File: src/rtl/score_pkg.sv
// Shared types, widths and the double-dabble step for the score keeper.
package score_pkg;

    localparam int unsigned SCORE_W     = 8;
    localparam int unsigned BCD_DIGITS  = 3;
    localparam int unsigned BCD_W       = 4;
    localparam int unsigned BCD_TOTAL_W = BCD_DIGITS * BCD_W;
    localparam int unsigned SR_W        = BCD_TOTAL_W + SCORE_W;

    typedef enum logic [1:0] {IDLE, PLAYING, OVER} game_state_t;
    typedef enum logic [1:0] {CV_IDLE, CV_SHIFT, CV_DONE} conv_state_t;

    // One double-dabble iteration: correct every BCD nibble >= 5, then shift left.
    function automatic logic [SR_W-1:0] dd_step(input logic [SR_W-1:0] v);
        logic [SR_W-1:0] r;
        r = v;
        for (int unsigned d = 0; d < BCD_DIGITS; d++) begin
            if (r[SCORE_W + d*BCD_W +: BCD_W] >= 4'd5)
                r[SCORE_W + d*BCD_W +: BCD_W] = r[SCORE_W + d*BCD_W +: BCD_W] + 4'd3;
        end
        return {r[SR_W-2:0], 1'b0};
    endfunction

endpackage

File: src/rtl/score_keeper_bin2bcd.sv
// Sequential 8-bit binary to 3-digit BCD converter; outputs hold until a conversion completes.
module bin2bcd_seq
    import score_pkg::*;
(
    input  logic                   clk,
    input  logic                   rst,
    input  logic                   start,
    input  logic [SCORE_W-1:0]     bin,
    output logic                   busy,
    output logic                   done,
    output logic [BCD_TOTAL_W-1:0] bcd
);

    conv_state_t     state;
    logic [2:0]      iter;
    logic [SR_W-1:0] sr;

    always_ff @(posedge clk) begin
        if (rst) begin
            state <= CV_IDLE;
            iter  <= '0;
            sr    <= '0;
            bcd   <= '0;
            done  <= 1'b0;
        end else begin
            done <= 1'b0;
            case (state)
                CV_IDLE: begin
                    if (start) begin
                        sr    <= {{BCD_TOTAL_W{1'b0}}, bin};
                        iter  <= '0;
                        state <= CV_SHIFT;
                    end
                end
                CV_SHIFT: begin
                    sr   <= dd_step(sr);
                    iter <= iter + 3'd1;
                    if (iter == 3'd7)
                        state <= CV_DONE;
                end
                CV_DONE: begin
                    bcd   <= sr[SR_W-1:SCORE_W];
                    done  <= 1'b1;
                    state <= CV_IDLE;
                end
                default: state <= CV_IDLE;
            endcase
        end
    end

    assign busy = (state != CV_IDLE);

endmodule

File: src/rtl/score_keeper.sv
// Score keeper: game FSM, move-paced scoring with saturation, BCD conversion.
// Optional high-score latch enabled by defining SCORE_HIGH_SCORE_EN.
module score_keeper #(
    parameter int unsigned MOVE_PERIOD = 4,
    parameter int unsigned SCORE_MAX   = 255,
    parameter int unsigned SCORE_W     = 8
) (
    input  logic               i_clk,
    input  logic               i_rst,
    input  logic               i_frame_tick,
    input  logic               i_move,
    input  logic               i_game_start,
    input  logic               i_game_over,
    output logic [SCORE_W-1:0] o_score,
    output logic [SCORE_W-1:0] o_high_score,
    output logic [3:0]         o_bcd_hundreds,
    output logic [3:0]         o_bcd_tens,
    output logic [3:0]         o_bcd_ones,
    output logic               o_bcd_valid,
    output logic               o_playing
);
    import score_pkg::*;

    localparam logic [SCORE_W-1:0] MP_LAST = SCORE_W'(MOVE_PERIOD - 1);
    localparam logic [SCORE_W-1:0] SMAX    = SCORE_W'(SCORE_MAX);

    game_state_t           state;
    logic [SCORE_W-1:0]    frame_cnt;
    logic [SCORE_W-1:0]    last_conv;
    logic                  conv_busy;
    logic                  conv_start;
    logic [BCD_TOTAL_W-1:0] bcd;

    always_ff @(posedge i_clk) begin
        if (i_rst) begin
            state     <= IDLE;
            o_score   <= '0;
            frame_cnt <= '0;
            o_playing <= 1'b0;
        end else begin
            case (state)
                IDLE, OVER: begin
                    if (i_game_start) begin
                        state     <= PLAYING;
                        o_score   <= '0;
                        frame_cnt <= '0;
                        o_playing <= 1'b1;
                    end
                end
                PLAYING: begin
                    if (i_game_over) begin
                        state     <= OVER;
                        o_playing <= 1'b0;
                    end else if (!i_move) begin
                        frame_cnt <= '0;
                    end else if (i_frame_tick) begin
                        if (frame_cnt == MP_LAST) begin
                            frame_cnt <= '0;
                            if (o_score < SMAX)
                                o_score <= o_score + 1'b1;
                        end else begin
                            frame_cnt <= frame_cnt + 1'b1;
                        end
                    end
                end
                default: state <= IDLE;
            endcase
        end
    end

`ifdef SCORE_HIGH_SCORE_EN
    always_ff @(posedge i_clk) begin
        if (i_rst)
            o_high_score <= '0;
        else if (state == PLAYING && i_game_over && o_score > o_high_score)
            o_high_score <= o_score;
    end
`else
    assign o_high_score = '0;
`endif

    // The converter only accepts start while idle, so recording the value at
    // start is equivalent to recording it when the conversion completes.
    assign conv_start = !conv_busy && (o_score != last_conv);

    always_ff @(posedge i_clk) begin
        if (i_rst)
            last_conv <= '0;
        else if (conv_start)
            last_conv <= o_score;
    end

    bin2bcd_seq u_bcd (
        .clk   (i_clk),
        .rst   (i_rst),
        .start (conv_start),
        .bin   (o_score),
        .busy  (conv_busy),
        .done  (o_bcd_valid),
        .bcd   (bcd)
    );

    assign o_bcd_hundreds = bcd[11:8];
    assign o_bcd_tens     = bcd[7:4];
    assign o_bcd_ones     = bcd[3:0];

endmodule

File: config.mk
export PLATFORM = sky130hd
export DESIGN_NAME = score_keeper
export DESIGN_NICKNAME = d
export VERILOG_FILES = /design/src/rtl/score_pkg.sv /design/src/rtl/score_keeper_bin2bcd.sv /design/src/rtl/score_keeper.sv
export SDC_FILE = /design/constraint.sdc
export NUM_CORES = 1
export LEC_CHECK = 0
export ABC_CLOCK_PERIOD_IN_PS = 1800
export BUFFER_PORTS_ARGS = -buffer_cell sky130_fd_sc_hd__buf_2
export CORE_AREA = 2 2 87 89
export CTS_CLUSTER_DIAMETER = 100
export DETAILED_ROUTE_END_ITERATION = 8
export DIE_AREA = 0 0 89 91
export PLACE_DENSITY = 0.7
export SLEW_MARGIN = 15
export SYNTH_ARGS = -nofsm -noshare
export SYNTH_HDL_FRONTEND = slang
export SYNTH_SLANG_ARGS = --single-unit
File: constraint.sdc
create_clock -name i_clk -period 1.8 [get_ports i_clk]
set_input_delay 0.36 -clock i_clk [delete_from_list [all_inputs] [get_ports i_clk]]
set_output_delay 0.36 -clock i_clk [all_outputs]
set_load 0.03 [all_outputs]
After elaboration in Yosys (flattened, before gate mapping)
Index checks and enable logic that the tools add are counted.

Output and inout bits: 30. Register bits: 65. Word-level logic and storage cells: 80.

Magnitude comparators: 4. Add/sub/neg operators: 6. Eq/ne operators: 17. Reductions and logical operators: 14. Multiplexer cells: 29.

Operator list (number): 8-bit 2-to-1 mux (10); 20-bit case mux with 2 select lines (1); 8-bit case mux with 2 select lines (2); 20-bit 2-to-1 mux (1); 8-bit by 1-bit adder with 8-bit output (second input constant) (2); 2-bit != test (second input constant) (8); 4-bit by 3-bit greater-or-equal comparator with 1-bit output (second input constant) (3); 4-bit by 2-bit adder with 4-bit output (second input constant) (2); 8-bit by 2-bit == test with 1-bit output (second input constant) (1); 8-bit < comparator (second input constant) (1); 2-bit 2-to-1 mux (4); 4-bit 2-to-1 mux (2); 8-bit != test (1); 2-bit case mux with 2 select lines (2); 7-bit AND reduction (1); 3-bit 2-to-1 mux (2); 3-bit case mux with 2 select lines (1); 2-bit AND reduction (3); 2-bit nonzero test (3); 2-bit by 1-bit == test with 1-bit output (second input constant) (2); 2-bit == test (second input constant) (2); 2-bit zero test (2); 4-bit AND reduction (1); 3-bit by 1-bit adder with 3-bit output (second input constant) (1); other kinds (10) (12).

Logic depth before layout (Yosys ltp)
Depth after elaboration: 7. Depth in mapped cells: 7.

Cells and area by module
From an unflattened synthesis, not the netlist that was laid out.

Cell total of the unflattened synthesis: 367. Area, all modules: 3125.5 µm².

Modules (own cells, without submodules): bin2bcd_seq (area an instance 1664.1 µm², times used 1, cells each 198); score_keeper (area an instance 1461.4 µm², times used 1, cells each 169).

Worst setup path before layout
No wires, ideal clock.

Path kind: reg-to-reg. From: reg o_score[1]. To: reg o_score[7]. Setup time: 0.149 ns. Stages on the path, launching flop included: 7. Arrival: 1.772 ns. Slack: -0.122 ns. Path through: dfxtp_1 ha_1 nand3_1 nor3_2 nor3_4 a41oi_1 a311oi_1.

Longest elaborated chain between the ends: 7.

RTL lines: from (decl) (line score_keeper.sv:14) `output logic [SCORE_W-1:0] o_score,`; from (signal assigned) (line score_keeper.sv:60) `o_score <= o_score + 1'b1;`; 8-bit by 1-bit adder with 8-bit output (line score_keeper.sv:60); 8-bit 2-to-1 mux (line score_keeper.sv:59) `if (o_score < SMAX)`; 8-bit 2-to-1 mux (line score_keeper.sv:57) `if (frame_cnt == MP_LAST) begin`; 8-bit 2-to-1 mux (line score_keeper.sv:56) `end else if (i_frame_tick) begin`; 8-bit 2-to-1 mux (line score_keeper.sv:54) `end else if (!i_move) begin`; 8-bit 2-to-1 mux (line score_keeper.sv:51) `if (i_game_over) begin`; 8-bit case mux with 2 select lines (line score_keeper.sv:41) `case (state)`.

Parallel ways exist; a longest one is shown, timed or not. The select of a mux whose other input is x is not followed. A chain may end at the register's enable or synchronous reset.

Worst setup path in the final report
From: reg frame_cnt[0]. To: reg o_score[3].

Longest elaborated chain between the ends: 3.

RTL lines: from (decl) (line score_keeper.sv:28) `logic [SCORE_W-1:0] frame_cnt;`; from (signal assigned) (line score_keeper.sv:62) `frame_cnt <= frame_cnt + 1'b1;`; 8-bit by 2-bit == test with 1-bit output (line score_keeper.sv:57); 2-bit != test (no line); 7-bit AND reduction (no line).

No other way between the ends.

==> impl_summary.log <==
INFO  metric status = completed
INFO  metric syn-instance-count = 372
INFO  metric drive_above_1_share = between 10% and 20%
INFO  metric num_vias = approximately 2600
INFO  metric largest_net_degree_at_the_start_of_global_routing = 28
INFO  metric timing.final.ws_setup = around 0.09 ns
INFO  metric ys_top_cells_by_area = dfxtp_1, a21oi_1, nand2_1, nand3_1, xnor2_1
INFO  metric post_synth_fa_ha_maj_area_fraction = 4.02%
INFO  metric initial_core_util = between 40% and 50%
INFO  metric final-hold-violation-count = 0
INFO  metric final-setup-viol-count = 0
INFO  metric yosys_register_bits = 65
INFO  metric critical_setup_path_kind = reg2reg
INFO  metric synth_top_family_by_area = simple AND/OR/NAND/NOR gates
INFO  metric synth_top_flop_cell = dfxtp_1
INFO  metric cts.path.max_buffers = 2
INFO  metric grt_setup_unrepaired = yes
INFO  metric fp.dieH = between 90 and 100 um
INFO  metric detail_route.wirelength = 6330 um
INFO  metric use_met3 = 4.91%
INFO  metric design.die.area = 8100 um^2
INFO  metric power.net_switching = ~0.65 mW
INFO  metric worstSkewPairLatency = about 0.34 ns
INFO  metric crit_end_element = flip-flop
INFO  metric internal = 2.13 mW
INFO  metric asyncSetResetFlopFracSynth = 0%
INFO  metric synth.yosys.seq_area_share = about two fifths
INFO  metric critical_path_arrival = a little under 2 ns
INFO  metric dpl-instance-area = 3420 um^2
INFO  metric antenna_cells_inserted = 0
INFO  metric global_route_congestion_overflow_total = 0
INFO  metric clockPowerShare = 42.6%
INFO  metric drv.max_cap_violation_count = 0
INFO  metric grtUsageMet1 = a little over a fifth
INFO  metric synthMuxAreaShare = ~1.3%
INFO  metric syn2layout_area_growth = 16.8%
INFO  metric synth_compound_area_share = between 10% and 20%
INFO  metric placement_rows = 31
INFO  metric tritoncts = done
INFO  metric clock_sinks = between 60 and 70
INFO  metric die_w = a little under 90 um
INFO  metric slew_violations = 0
INFO  metric yosys.area_share.xor_xnor = ~5.6%
INFO  metric dr.first_iter.drc_count = 121
INFO  metric antenna_found_initial = 0
INFO  metric synth_top_area_cell = dfxtp_1
INFO  metric worst_clock_skew = ~0.008 ns
INFO  metric power_frac_comb = under 10%
INFO  metric global_route_hottest_layer = met2
INFO  metric min_period_over_period = 95.0%
INFO  metric hold_path_class = in2reg
INFO  metric detail_route.vias_per_cell = between 5 and 6
INFO  metric synth_simple_gate_area_share = approximately a quarter
INFO  metric ratio_of_total_power_to_cell_area = approximately 760 nW/um^2
INFO  metric finalPower = ~2.8 mW
INFO  metric cp_data_required_time = 2.05 ns
INFO  metric gpl.final_weighted_congestion = 0.846
INFO  metric grt_pass1_wl = ~11000 um
INFO  metric final_antenna_net_count = 0
INFO  metric finalHoldWorstSlack = ~0.32 ns
INFO  metric synth_edf_count = 0
INFO  metric finalInstanceArea = around 3600 um^2
INFO  metric route.detailed.drc = 0
INFO  metric design.portCount = 36
INFO  metric critical_path.startpoint_type = flip-flop
INFO  metric largest_driver_fanout_on_the_critical_path = 7
INFO  metric cts_max_level = 3
INFO  metric port_buffers = 27
INFO  metric synth_area_per_cell = roughly 8.4 um^2
INFO  metric final_core_utilization = between 50% and 60%
INFO  metric ctsRootBufferMaster = clkbuf_8
INFO  metric maxClockFrequency = 585 MHz
INFO  metric worst_setup_hold_path_clk_slew = around 0.070 ns
INFO  metric cts_made_buffers = 9
INFO  metric grt_use_met2 = 24.6%
INFO  metric p_leak = 1.34 nW
INFO  metric number_of_unique_standard_cell_types_used_by_synthesis = 45
INFO  metric finalWorstPathRequiredPeriod = roughly 1.7 ns
INFO  metric finalNetCount = ~430
INFO  metric pre_cts_ws = 0.0163 ns
INFO  metric wire_per_inst = around 12 um
INFO  metric switching_share = 23.3%
INFO  metric power.ir.vdd_worst = 521 uV
INFO  metric core_area = between 7000 and 8000 um^2
INFO  metric track_usage = 16.3%
INFO  metric p_seq_share = between 50% and 60%
INFO  metric ys_warn_count = 0
INFO  metric first_global_vias = about 2400
INFO  metric syn_area = 3120 um^2
INFO  metric yosys-top-cells-count = dfxtp_1, nand2_1, a21oi_1, nand3_1, nor2_1
INFO  metric most_frequently_used_cell_type_in_the_post_synthesis_netlist = dfxtp_1
INFO  metric proportion_of_netlist_area_held_by_the_largest_area_contributor = 41.8%
INFO  metric hpwlAfterDp = 4340 um
INFO  metric firstDrtPassIters = 4
==> cell usage in the layout (no fill, tap or decap), drive strengths merged, types with 3 or more instances in the layout <==
master	Yosys	layout
xnor2	16	16
o211ai	3	3
dfxtp	65	65
nand3	35	35
ha	10	10
a21oi	45	45
clkbuf	12	11
xor2	4	4
a31oi	14	14
nand4	4	4
nor2	26	26
a211oi	3	3
clkinv	0	3
nand2b	8	8
or2	6	6
a311oi	3	3
mux2i	4	4
nand2	50	50
buf	16	53
inv	13	13
o21ai	8	8
nor3b	3	3
nor3	6	6
and2	3	3
conb	1	8
nor2b	5	5
==> through the flow <==
stage / TNS (ns) / cells
floorplan: 0 / 379
global placement: 0 / 500
detailed placement: 0 / 500
CTS: 0 / 516
global route: -0.0873 / 519
finish: 0 / 519
==> power groups by stage <==
stage	logic (mW)	registers (mW)	clock network, mW
after global routing	0.153	1.45	1.29
after global placement	0.130	1.48	0
after detailed placement	0.133	1.48	0
after CTS	0.134	1.45	1.23
after floorplan	0.104	1.49	0
final	0.140	1.45	1.18
==> metal layers <==
metal | vias up | routed length, um
met5 | - | 0
met4 | 0 | 74
met3 | 8 | 307
met2 | 52 | 2970
met1 | 1201 | 2980
li1 | 1346 | -
==> logic make-up after synthesis <==
group / Yosys count
and+or+nand+nor: 150
AOI/OAI and AO/OA: 81
DFF: 65
buffers and inverters: 41
xor gates and xnor gates: 20
adders and majority gates: 10
muxes: 4
other: 1
==> worst paths after layout <==
check,slack (ns),from,endpoint,depth (start not counted)
min reg2reg,0.45,u_bcd.bcd[4],u_bcd.bcd[4],2
max,0.09,frame_cnt[0],o_score[3],6
min,0.32,i_game_over,state[1],3
max reg2reg,0.09,frame_cnt[0],o_score[3],6
==> worst max-delay path, stage by stage (launching register included) <==
cell and delay [ns]:
dfxtp_2 0.34, ha_1 0.17, nor4b_4 0.20, nand2_2 0.12, nor3_4 0.34, nand4_1 0.17, a221oi_2 0.27
==> sequential cells by signal, indices dropped and copies added, names as in the netlist, 2 cells and up <==
signal,count
frame_cnt,8
o_score,8
u_bcd.bcd,12
u_bcd.sr,20
last_conv,8
u_bcd.iter,3
u_bcd.state,2
state,2
==> timing repair <==
| item | CTS | global route |
|---|---|---|
| gates cloned | 0 | 0 |
| buffers inserted | 0 | 3 |
| gates resized for setup | 0 | 3 |
| hold buffers | 0 | 0 |
| pin swaps | 1 | 4 |
| endpoints found under the setup margin | 1 | 4 |
==> cell type report <==
| type | count | area (um^2) |
|---|---|---|
| Clock buffer | 11 | 131 |
| Clock inverter | 5 | 56.3 |
| Fill cell | 723 | 3500 |
| Inverter | 13 | 48.8 |
| Multi-Input combinational cell | 273 | 1630 |
| Sequential cell | 65 | 1310 |
| Tap cell | 99 | 124 |
| Timing Repair Buffer | 53 | 343 |
No activity file was read; power rests on OpenSTA's default activity.
